===== src/rtl/nyancat_frame_loader_if.sv =====
`default_nettype none
// ============================================================================
// Module  : nyancat_frame_loader_if
// Purpose : Control, byte-stream and frame-memory write bundle of the loader.
// Revision: 1.0 - initial release
// ============================================================================
interface nyancat_frame_loader_if #(
    parameter int ADDR_W = 16
);
    logic              start;
    logic [3:0]        frame_sel;
    logic [7:0]        s_data;
    logic              s_valid;
    logic              s_ready;
    logic              wr_en;
    logic [ADDR_W-1:0] wr_addr;
    logic [3:0]        wr_data;
    logic              busy;
    logic              done;
    logic              err;

    modport master (
        output start, frame_sel, s_data, s_valid,
        input  s_ready, wr_en, wr_addr, wr_data, busy, done, err
    );

    modport slave (
        input  start, frame_sel, s_data, s_valid,
        output s_ready, wr_en, wr_addr, wr_data, busy, done, err
    );
endinterface
`default_nettype wire


===== src/rtl/nyancat_frame_loader.sv =====
`default_nettype none
// ============================================================================
// Module  : nyancat_frame_loader
// Purpose : Unpacks a byte stream (two 4-bit character indices per byte) into
//           one frame of character memory. Optional trailing checksum byte is
//           enabled by defining NYANCAT_LOADER_CHECKSUM_EN.
// Revision: 1.0 - initial release
// ============================================================================
module nyancat_frame_loader #(
    parameter int NUM_FRAMES   = 12,
    parameter int FRAME_PIXELS = 4096,
    parameter int ADDR_W       = 16
) (
    input  wire logic              px_clk,
    input  wire logic              reset,
    nyancat_frame_loader_if.slave  bus
);
    localparam int PIX_W = $clog2(FRAME_PIXELS);

`ifdef NYANCAT_LOADER_CHECKSUM_EN
    typedef enum logic [2:0] {
        S_IDLE = 3'd0, S_LO = 3'd1, S_HI = 3'd2, S_CHK = 3'd3, S_DONE = 3'd4
    } state_t;
`else
    typedef enum logic [2:0] {
        S_IDLE = 3'd0, S_LO = 3'd1, S_HI = 3'd2, S_DONE = 3'd4
    } state_t;
`endif

    state_t            r_state, w_state_next;
    logic [3:0]        r_frame, w_frame;
    logic [PIX_W-1:0]  r_pix, w_pix;
    logic [3:0]        r_hi_nib, w_hi_nib;
    logic              r_s_ready, w_s_ready;
    logic              r_wr_en, w_wr_en;
    logic [ADDR_W-1:0] r_wr_addr, w_wr_addr;
    logic [3:0]        r_wr_data, w_wr_data;
    logic              r_busy, w_busy;
    logic              r_done, w_done;
    logic              r_err, w_err;
    logic              w_hs;
    logic [ADDR_W-1:0] w_base;
`ifdef NYANCAT_LOADER_CHECKSUM_EN
    logic [7:0]        r_sum, w_sum;
`endif

    // s_ready is registered, so it already reflects LO/CHK in this cycle.
    assign w_hs   = bus.s_valid && r_s_ready;
    assign w_base = ADDR_W'(r_frame) << PIX_W;

    always_ff @(posedge px_clk) begin
        if (reset) r_state <= S_IDLE;
        else       r_state <= w_state_next;
    end

    always_comb begin
        w_state_next = r_state;
        w_frame      = r_frame;
        w_pix        = r_pix;
        w_hi_nib     = r_hi_nib;
        w_wr_en      = 1'b0;
        w_wr_addr    = r_wr_addr;
        w_wr_data    = r_wr_data;
        w_busy       = r_busy;
        w_done       = 1'b0;
        w_err        = r_err;
`ifdef NYANCAT_LOADER_CHECKSUM_EN
        w_sum        = r_sum;
`endif
        case (r_state)
            S_IDLE: begin
                w_busy = 1'b0;
                if (bus.start) begin
                    w_busy = 1'b1;
                    if (int'(bus.frame_sel) < NUM_FRAMES) begin
                        w_frame      = bus.frame_sel;
                        w_pix        = '0;
                        w_err        = 1'b0;
`ifdef NYANCAT_LOADER_CHECKSUM_EN
                        w_sum        = 8'd0;
`endif
                        w_state_next = S_LO;
                    end else begin
                        w_err        = 1'b1;
                        w_state_next = S_DONE;
                    end
                end
            end
            S_LO: begin
                if (w_hs) begin
                    w_wr_en      = 1'b1;
                    w_wr_addr    = w_base | ADDR_W'(r_pix);
                    w_wr_data    = bus.s_data[3:0];
                    w_hi_nib     = bus.s_data[7:4];
`ifdef NYANCAT_LOADER_CHECKSUM_EN
                    w_sum        = r_sum + bus.s_data;
`endif
                    w_state_next = S_HI;
                end
            end
            S_HI: begin
                // The low write address is always even, so setting bit 0 is +1
                // without any chance of carrying into the frame bits.
                w_wr_en   = 1'b1;
                w_wr_addr = {r_wr_addr[ADDR_W-1:1], 1'b1};
                w_wr_data = r_hi_nib;
                w_pix     = r_pix + PIX_W'(2);
                if (r_pix == PIX_W'(FRAME_PIXELS - 2)) begin
`ifdef NYANCAT_LOADER_CHECKSUM_EN
                    w_state_next = S_CHK;
`else
                    w_state_next = S_DONE;
`endif
                end else begin
                    w_state_next = S_LO;
                end
            end
`ifdef NYANCAT_LOADER_CHECKSUM_EN
            S_CHK: begin
                if (w_hs) begin
                    w_err        = (bus.s_data != r_sum);
                    w_state_next = S_DONE;
                end
            end
`endif
            S_DONE: begin
                w_done       = 1'b1;
                w_state_next = S_IDLE;
            end
            default: w_state_next = S_IDLE;
        endcase
        w_s_ready = (w_state_next == S_LO);
`ifdef NYANCAT_LOADER_CHECKSUM_EN
        if (w_state_next == S_CHK) w_s_ready = 1'b1;
`endif
    end

    always_ff @(posedge px_clk) begin
        if (reset) begin
            r_frame   <= '0;
            r_pix     <= '0;
            r_hi_nib  <= '0;
            r_s_ready <= 1'b0;
            r_wr_en   <= 1'b0;
            r_wr_addr <= '0;
            r_wr_data <= '0;
            r_busy    <= 1'b0;
            r_done    <= 1'b0;
            r_err     <= 1'b0;
`ifdef NYANCAT_LOADER_CHECKSUM_EN
            r_sum     <= 8'd0;
`endif
        end else begin
            r_frame   <= w_frame;
            r_pix     <= w_pix;
            r_hi_nib  <= w_hi_nib;
            r_s_ready <= w_s_ready;
            r_wr_en   <= w_wr_en;
            r_wr_addr <= w_wr_addr;
            r_wr_data <= w_wr_data;
            r_busy    <= w_busy;
            r_done    <= w_done;
            r_err     <= w_err;
`ifdef NYANCAT_LOADER_CHECKSUM_EN
            r_sum     <= w_sum;
`endif
        end
    end

    assign bus.s_ready = r_s_ready;
    assign bus.wr_en   = r_wr_en;
    assign bus.wr_addr = r_wr_addr;
    assign bus.wr_data = r_wr_data;
    assign bus.busy    = r_busy;
    assign bus.done    = r_done;
    assign bus.err     = r_err;
endmodule
`default_nettype wire


===== src/flat_wrapper.sv =====
// flat-port wrapper written by rule: the top's interface ports become plain ports
module nyancat_frame_loader_flat 
#(
    parameter int NUM_FRAMES   = 12,
    parameter int FRAME_PIXELS = 4096,
    parameter int ADDR_W       = 16
)
  (px_clk, reset, bus_start, bus_frame_sel, bus_s_data, bus_s_valid, bus_s_ready, bus_wr_en, bus_wr_addr, bus_wr_data, bus_busy, bus_done, bus_err);
  nyancat_frame_loader_if #(.ADDR_W(ADDR_W)) bus_i ();
  input  wire logic px_clk;
  input  wire logic reset;
  input wire logic [$bits(bus_i.start)-1:0] bus_start;
  input wire logic [$bits(bus_i.frame_sel)-1:0] bus_frame_sel;
  input wire logic [$bits(bus_i.s_data)-1:0] bus_s_data;
  input wire logic [$bits(bus_i.s_valid)-1:0] bus_s_valid;
  output wire logic [$bits(bus_i.s_ready)-1:0] bus_s_ready;
  output wire logic [$bits(bus_i.wr_en)-1:0] bus_wr_en;
  output wire logic [$bits(bus_i.wr_addr)-1:0] bus_wr_addr;
  output wire logic [$bits(bus_i.wr_data)-1:0] bus_wr_data;
  output wire logic [$bits(bus_i.busy)-1:0] bus_busy;
  output wire logic [$bits(bus_i.done)-1:0] bus_done;
  output wire logic [$bits(bus_i.err)-1:0] bus_err;
  assign bus_i.start = bus_start;
  assign bus_i.frame_sel = bus_frame_sel;
  assign bus_i.s_data = bus_s_data;
  assign bus_i.s_valid = bus_s_valid;
  assign bus_s_ready = bus_i.s_ready;
  assign bus_wr_en = bus_i.wr_en;
  assign bus_wr_addr = bus_i.wr_addr;
  assign bus_wr_data = bus_i.wr_data;
  assign bus_busy = bus_i.busy;
  assign bus_done = bus_i.done;
  assign bus_err = bus_i.err;
  nyancat_frame_loader #(.NUM_FRAMES(NUM_FRAMES), .FRAME_PIXELS(FRAME_PIXELS), .ADDR_W(ADDR_W)) u_core (.px_clk(px_clk), .reset(reset), .bus(bus_i));
endmodule

===== config.mk =====
export PLATFORM = sky130hd
export DESIGN_NAME = nyancat_frame_loader_flat
export DESIGN_NICKNAME = d
export VERILOG_FILES = /design/src/rtl/nyancat_frame_loader_if.sv /design/src/rtl/nyancat_frame_loader.sv /design/src/flat_wrapper.sv
export SDC_FILE = /design/constraint.sdc
export NUM_CORES = 1
export LEC_CHECK = 0
export ABC_AREA = 0
export BUFFER_PORTS_ARGS = -buffer_cell sky130_fd_sc_hd__buf_2
export CORE_ASPECT_RATIO = 0.9
export CORE_MARGIN = 5
export CORE_UTILIZATION = 50
export CTS_CLUSTER_SIZE = 12
export DETAILED_ROUTE_END_ITERATION = 10
export PLACE_DENSITY = 0.75
export SKIP_CTS_REPAIR_TIMING = 1
export SLEW_MARGIN = 20
export SYNTH_ARGS = -nofsm -noshare
export SYNTH_HDL_FRONTEND = slang
export SYNTH_SLANG_ARGS = --single-unit
export TNS_END_PERCENT = 30

===== constraint.sdc =====
create_clock -name px_clk -period 2.2 [get_ports px_clk]
set_input_delay 0.22 -clock px_clk [delete_from_list [all_inputs] [get_ports px_clk]]
set_output_delay 0.22 -clock px_clk [all_outputs]
set_load 0.01 [all_outputs]

Word-level counts from Yosys, hierarchy flattened

Cells that the tools add are included.

Bits in registers: 48
Bits in latches: 0
RAM bits: 0
Bits in read-only memories: 0
Input bits: 16
Output and inout bits: 25
Word-level logic and storage cells: 51
Memories kept: 0

Add/sub/neg operators: 1
Multipliers: 0
Div/mod/pow operators: 0
Magnitude comparators: 1
Equal/unequal tests: 8
Shifts and indexed selects: 0
Muxes and demuxes: 17
Bitwise operators: 2
Reductions and logical operators: 10

Operators with widths:

| kind                                                            | number |
|---|---|
| 16-bit one-hot mux with 2 select lines                          | 1 |
| 12-bit 2-to-1 mux                                               | 2 |
| 12-bit one-hot mux with 2 select lines                          | 1 |
| 16-bit 2-to-1 mux                                               | 1 |
| 16-bit by 12-bit bitwise OR with 16-bit output                  | 1 |
| 12-bit by 2-bit adder with 12-bit output, second input constant | 1 |
| 12-bit == test, second input constant                           | 1 |
| 3-bit 2-to-1 mux                                                | 4 |
| 3-bit one-hot mux with 3 select lines                           | 1 |
| 3-bit AND reduction                                             | 3 |
| 4-bit one-hot mux with 2 select lines                           | 1 |
| 3-bit by 1-bit == test with 1-bit output, second input constant | 2 |
| 2-bit AND reduction                                             | 3 |
| 4-bit less-than comparator, second input constant               | 1 |
| 1-bit 2-to-1 mux                                                | 4 |
| 4-bit 2-to-1 mux                                                | 1 |
| 2-bit by 1-bit != test with 1-bit output, second input constant | 2 |
| 2-bit nonzero test                                              | 2 |
| 3-bit by 2-bit == test with 1-bit output, second input constant | 1 |
| 3-bit == test, second input constant                            | 1 |
| 3-bit zero test                                                 | 1 |
| 2-bit != test, second input constant                            | 1 |
| 1-bit one-hot mux with 2 select lines                           | 1 |
| 1-bit logical AND                                               | 1 |
| 1-bit inverter                                                  | 1 |

Longest topological paths before layout

Gate-level depths: netlist (run 1).

Depth in word-level cells: 5
Mapped depth: 6
Mapped depth without buffers: 4

Least setup slack after synthesis (run 1)

OpenSTA, ideal clock, no wires.

Path kind: flip-flop to flip-flop
Start: register u_core.r_state[0]
End: register u_core.r_pix[10]
Setup time: 0.125 ns
Data arrival time: 1.370 ns
Required time: 2.075 ns
Setup slack: 0.705 ns
Cell stages (with the launch flop): 7
Path buffers: 2
Clock period less this slack: 1.495 ns
Path through: dfxtp_1 or4b_1 buf_2 nand2b_4 nand2b_1 buf_4 a21oi_1

Longest elaborated chain between the ends: 3
Elaborated cells on any way between the ends: 7
Those cells by class: eq/ne (3); mux (1); reduce/logical (3)

RTL lines:

| what                                                                                    | line                        | source |
|---|---|---|
| from (decl)                                                                             | nyancat_frame_loader.sv:30  | `state_t r_state, w_state_next;` |
| from (signal assigned)                                                                  | nyancat_frame_loader.sv:53  | `else r_state <= w_state_next;` |
| 3-bit zero test / 3-bit by 2-bit == test with 1-bit output (equally long branches)      | nyancat_frame_loader.sv:70  | `case (r_state)` |
| 2-bit by 1-bit != test with 1-bit output (no source line), or another cell as far along | -                           |  |
| 3-bit AND reduction (no source line)                                                    | -                           |  |
| to (signal assigned)                                                                    | nyancat_frame_loader.sv:155 | `r_pix <= w_pix;` |
| to (decl)                                                                               | nyancat_frame_loader.sv:32  | `logic [PIX_W-1:0] r_pix, w_pix;` |

Parallel ways exist; a longest one is shown, timed or not.
A chain may end at the register's enable or synchronous reset.

Final worst setup path (run 1)

Start: register u_core.r_state[1]
End: register u_core.r_pix[3]

The elaborated chain is that of the path after synthesis.

==> results.py, run 1 <==
metrics = {
    "power": {
        "vdd_drop_max_mv": 0.512,
        "p_per_area_nw_per_um2": 760,
        "p_leak_nw": 0.867,
    },
    "route": {
        "postRouteWirelength_um": 3890,
        "wire_per_inst_um": 13.0,
        "num_vias": 1585,
        "antenna_left": 0,
        "detailedRoute.firstPassIterationCount": 4,
        "drc": 0,
        "via_per_inst": 5.32,
        "drt_iter0_drc": 101,
    },
    "setup_path": {
        "worst_ep_required_time_ps": 2370,
        "cp-startpoint": "u_core.r_state[1]",
        "crit_chain": "or4b_1 > nand2b_4 > nand2b_1 > nor2_1",
        "worstReg2RegStart": "u_core.r_state[1]",
        "cp_top_family": "simple AND/OR/NAND/NOR gates",
        "worst-setup-path-type": "reg2reg",
        "start_kind": "flop",
        "reg2reg_depth": 4,
        "endpoint_kind": "flop",
        "cp_max_fo": 13,
        "path_buf_inv": 0,
        "arrival_ps": 2050,
        "r2r-end": "u_core.r_pix[3]",
        "crit_path_max_incr_delay_ps": 680,
        "slowest_stage": "or4b_1",
        "rrSetupSlack_ps": 320,
    },
    "die": {
        "start_util_pct": 52.7,
        "die_x_um": 73.6,
        "dieArea_um2": 4950,
        "ioPinCount": 41,
        "die_h_um": 67.2,
        "fp.coreArea_um2": 3450,
        "num_rows": 20,
    },
    "place": {
        "dp_hpwl_um": 2700,
        "gp_congestion": 0.780,
        "dpl_worst_slack_ps": 348,
        "port-buffer-count": 40,
        "placed_area_um2": 2040,
    },
    "cells_and_area": {
        "fin_area_um2": 2160,
        "fill_cells": 315,
        "drive_gt1_share_pct": 21.7,
        "diodes": 0,
        "nets": 270,
        "synthToLayoutAreaGrowth_pct": 18.8,
        "final_util_pct": 62.6,
    },
    "clock_network": {
        "clockRootBuffer": "clkbuf_8",
        "cts.path.max_buffers": 2,
        "htreeDepth": 2,
        "cts_tree": "built",
        "numCtsBuffers": 5,
        "insertion_delay_ps": 300,
        "cts.sinks": 47,
        "clkTransAtPathRegs_ps": 90,
    },
    "hold_path": {
        "worstHoldPathCells": 3,
        "min_to": "u_core.r_hi_nib[1]",
        "hold_path.class": "in2reg",
        "hold_path.startpoint": "bus_s_data[5]",
    },
    "synth": {
        "yosysWarnings": 0,
        "syn_inst": 215,
        "ys_seq_elements": 47,
        "synth_area_per_cell_um2": 8.46,
        "synthArstFlopShare_pct": 0,
        "ys_types": 37,
        "synth_ff_type": "dfxtp_1",
        "syn_nets": 232,
        "yosysTopAreaCell": "dfxtp_1",
        "synthTopCellsByArea": "dfxtp_1 52%, nand2_1 11%, a21oi_1 8.3%",
        "synth_edf_count": 0,
        "syn_area_um2": 1820,
        "synth_top_area_share_pct": 51.7,
        "yosysSeqAreaShare_pct": 51.7,
    },
    "outcome": {
        "status": "finished clean",
    },
    "timing": {
        "hold_violations": 0,
        "worstMarginPinSlew_ps": 441,
        "timing.fmax_mhz": 533,
        "final_max_slew_viol_count": 0,
        "period_share_pct": 85.3,
        "slew_headroom_pct": 70.6,
        "period_minus_slack_ps": 1880,
        "hold_ws_ps": 146,
        "rsz0062_at_grt": "false",
        "layout_setup_ws_ps": 323,
        "fin_setup_tns_ps": 0,
        "setup_viol": 0,
        "fin_skew_ps": 9.26,
    },
    "grt": {
        "grt_pass1_wl_um": 6530,
        "grt_max_degree": 26,
        "track_usage_pct": 16.8,
        "antenna_found_initial": 0,
        "grt_pass1_vias": 1405,
        "grt_overflow": 0,
    },
    "job": {
        "maxCapViolCount": 0,
    },
}
routing by layer:
| metal | global-route usage [%] | wire [µm] | up-vias |
|---|---|---|---|
| li1 | - | - | 817 |
| met1 | 23.5 | 1960 | 707 |
| met2 | 24.7 | 1560 | 54 |
| met3 | 3.57 | 298 | 7 |
| met4 | 7.92 | 75 | 0 |
| met5 | 0 | 0 | - |
cell families (layout without fill, tap and decap cells):
logic type | Yosys count | in the layout | synth area share (%)
simple gates | 97 | 97 | 24.8
compound gates | 51 | 51 | 16.7
flops | 47 | 47 | 51.7
buf+inv | 14 | 53 | 3.51
xor+xnor | 3 | 3 | 1.44
mux | 2 | 2 | 1.10
fa+ha+maj | 1 | 1 | 0.688
registers in the layout, summed over array words and instances (netlist names):
register,count
u_core.bus.wr_addr,16
u_core.r_state,3
u_core.bus.err,1
u_core.bus.busy,1
u_core.r_pix,11
u_core.r_frame,4
u_core.bus.wr_data,4
u_core.bus.wr_en,1
u_core.bus.done,1
u_core.r_hi_nib,4
u_core.bus.s_ready,1
report_power, final:
group	internal [mW]	leakage, nW	switching [mW]
logic	0.0397	0.425	0.0611
clock network	0.374	0.0618	0.289
registers	0.867	0.380	0.0125
total	1.28	0.867	0.362
per-stage QoR:
stage | std cells | power [mW]
floorplan | 215 | 0.965
global placement | 290 | 0.998
detailed placement | 290 | 0.998
CTS | 298 | 1.66
global route | 298 | 1.71
finish | 298 | 1.64
cell usage after synthesis (3+ instances only):
library cell	number
a21oi_1	30
buf_2	3
or3_1	5
a311oi_1	4
dfxtp_1	47
clkbuf_1	7
nand3_1	7
nor2_1	18
o21ai_0	5
nand2_1	51
o31ai_1	3
cell type report:
type	instances	area (µm²)	share of cell area [%]
sequential	47	941	43.5
tap	44	55.1	2.55
inverter	2	7.51	0.347
clock inverter	2	38.8	1.79
clock buffer	6	82.6	3.82
multi-input combinational	154	815	37.7
timing repair buffer	43	223	10.3
layout by cell type, fill, tap and decap left out, types with 3 or more instances in the layout:
master,Yosys,routed
o21ai_0,5,5
clkbuf_8,0,6
a21oi_1,30,30
nand3_1,7,7
dfxtp_1,47,47
or3_1,5,5
buf_2,3,40
nand2_1,51,51
a311oi_1,4,4
o31ai_1,3,3
nor2_1,18,18
buf_4,2,3
worst min-delay path: stages:
cell and delay [ps]:
buf_2 90, nand2_1 40, a21oi_1 50
how the worst max path moves through the flow:
stage,endpoint,slack (ps),cells past startpoint
6_report,u_core.r_pix[3],320,4
5_1_grt,u_core.r_pix[7],200,4
4_1_cts,u_core.r_pix[7],340,4
3_5_place_dp,u_core.r_pix[3],350,4
3_3_place_gp,u_core.r_pix[7],410,4
2_1_floorplan,u_core.r_pix[10],700,6
No activity file was read; power rests on OpenSTA's default activity.
==> run 2: changes to the inputs <==
- clock period: 2.2 -> 2.3 ns (I/O delays scaled with it)
==> run 2 against run 1 <==
Net effect: register-to-register slack better by 120 ps; setup slack better by 120 ps; highest routed layer unchanged; die area unchanged; core utilization down 0.76 points; global-route usage down 0.57 points; sequential cell count unchanged.
==> results.py, run 2 (synthesis results as in run 1) <==
metrics = {
    "outcome": {
        "status": "finished clean",
    },
    "grt": {
        "grt_max_degree": 37,
        "grt_overflow": 0,
        "grt_pass1_vias": 1409,
        "antenna_found_initial": 0,
        "grt_pass1_wl_um": 6290,
        "track_usage_pct": 16.3,
    },
    "place": {
        "gp_congestion": 0.763,
        "dpl_worst_slack_ps": 448,
        "port-buffer-count": 40,
        "dp_hpwl_um": 2650,
    },
    "timing": {
        "period_share_pct": 80.7,
        "slew_headroom_pct": 58.5,
        "layout_setup_ws_ps": 443,
        "period_minus_slack_ps": 1860,
        "fin_setup_tns_ps": 0,
        "setup_viol": 0,
        "timing.fmax_mhz": 539,
        "worstMarginPinSlew_ps": 623,
        "fin_skew_ps": 4.42,
        "hold_violations": 0,
        "final_max_slew_viol_count": 0,
        "rsz0062_at_grt": "false",
    },
    "hold_path": {
        "hold_path.startpoint": "bus_s_data[5]",
        "hold_path.class": "in2reg",
        "worstHoldPathCells": 3,
        "min_to": "u_core.r_hi_nib[1]",
    },
    "route": {
        "num_vias": 1582,
        "via_per_inst": 5.34,
        "drt_iter0_drc": 121,
        "detailedRoute.firstPassIterationCount": 4,
        "postRouteWirelength_um": 3810,
        "wire_per_inst_um": 12.9,
        "drc": 0,
        "antenna_left": 0,
    },
    "setup_path": {
        "arrival_ps": 2030,
        "start_kind": "flop",
        "reg2reg_depth": 4,
        "worstReg2RegStart": "u_core.r_state[1]",
        "r2r-end": "u_core.r_pix[3]",
        "worst-setup-path-type": "reg2reg",
        "worst_ep_required_time_ps": 2470,
        "endpoint_kind": "flop",
        "cp_max_fo": 13,
        "rrSetupSlack_ps": 440,
        "cp-startpoint": "u_core.r_state[1]",
    },
    "clock_network": {
        "numCtsBuffers": 5,
        "clkTransAtPathRegs_ps": 80,
        "cts.sinks": 47,
        "clockRootBuffer": "clkbuf_8",
        "htreeDepth": 2,
        "cts_tree": "built",
        "insertion_delay_ps": 290,
        "cts.path.max_buffers": 2,
    },
    "power": {
        "vdd_drop_max_mv": 0.407,
        "p_leak_nw": 0.852,
        "p_per_area_nw_per_um2": 703,
    },
    "die": {
        "die_x_um": 73.6,
        "dieArea_um2": 4950,
        "ioPinCount": 41,
        "start_util_pct": 52.7,
        "num_rows": 20,
        "fp.coreArea_um2": 3450,
        "die_h_um": 67.2,
    },
    "cells_and_area": {
        "final-seq-area_um2": 941,
        "synthToLayoutAreaGrowth_pct": 17.4,
        "final_common_cell": "nand2_1",
        "drive_gt1_share_pct": 20.6,
        "largest_register_ffs": 16,
        "fill_cells": 330,
        "diodes": 0,
        "multi_input_area_um2": 815,
        "final_cell_mix": "51 x nand2_1, 47 x dfxtp_1, 40 x buf_2",
        "nets": 269,
    },
    "job": {
        "maxCapViolCount": 0,
    },
}
-- run 2: cell types whose count changed in the layout (fill, tap and decap cells not counted), sizes merged --
cell and change:
buf -1, inv -1
-- run 2: critical path, stage by stage (launching register included) --
cell and delay, ps:
dfxtp_1 420, or4b_1 660, nand2b_4 210, nand2b_1 320, nor2_1 110
-- run 2: worst max-delay path by stage --
stage / to / cells past startpoint
2_1_floorplan: u_core.r_pix[10] / 6
3_5_place_dp: u_core.r_pix[4] / 4
4_1_cts: u_core.r_pix[3] / 4
3_3_place_gp: u_core.r_pix[7] / 4
5_1_grt: u_core.r_pix[3] / 4
6_report: u_core.r_pix[3] / 4
-- run 2: per-stage QoR --
| step | hold WS [ps] | instance area, µm² | instances | power (mW) | utilization, % |
|---|---|---|---|---|---|
| 4_1_cts | 164 | 2140 | 296 | 1.51 | 61.8 |
| 5_1_grt | 168 | 2140 | 296 | 1.56 | 61.8 |
| 3_5_place_dp | 445 | 2030 | 289 | 0.954 | 58.9 |
| 6_report | 167 | 2140 | 296 | 1.50 | 61.8 |
| 2_1_floorplan | 366 | 1820 | 215 | 0.923 | - |
| 3_3_place_gp | 438 | 2030 | 289 | 0.953 | 58.9 |
-- run 2: layout make-up --
cell class                      instances  area share, %
Clock inverter                          1           1.41
Tap cell                               44           2.58
Clock buffer                            6           3.40
Timing Repair Buffer                   42           10.1
Inverter                                2          0.351
Sequential cell                        47           44.1
Multi-Input combinational cell        154           38.1
-- run 2: per-layer routing --
metal | share of wire [%] | global-route usage, %
met4 | 1.9 | 7.47
met2 | 40 | 24.1
met3 | 7.1 | 3.42
met1 | 51 | 22.6
met5 | 0 | 0
-- run 2: power breakdown --
group	internal [mW]	switching (mW)	leakage, nW
clock	0.318	0.247	0.0513
combinational	0.0368	0.0571	0.421
sequential	0.829	0.0117	0.380
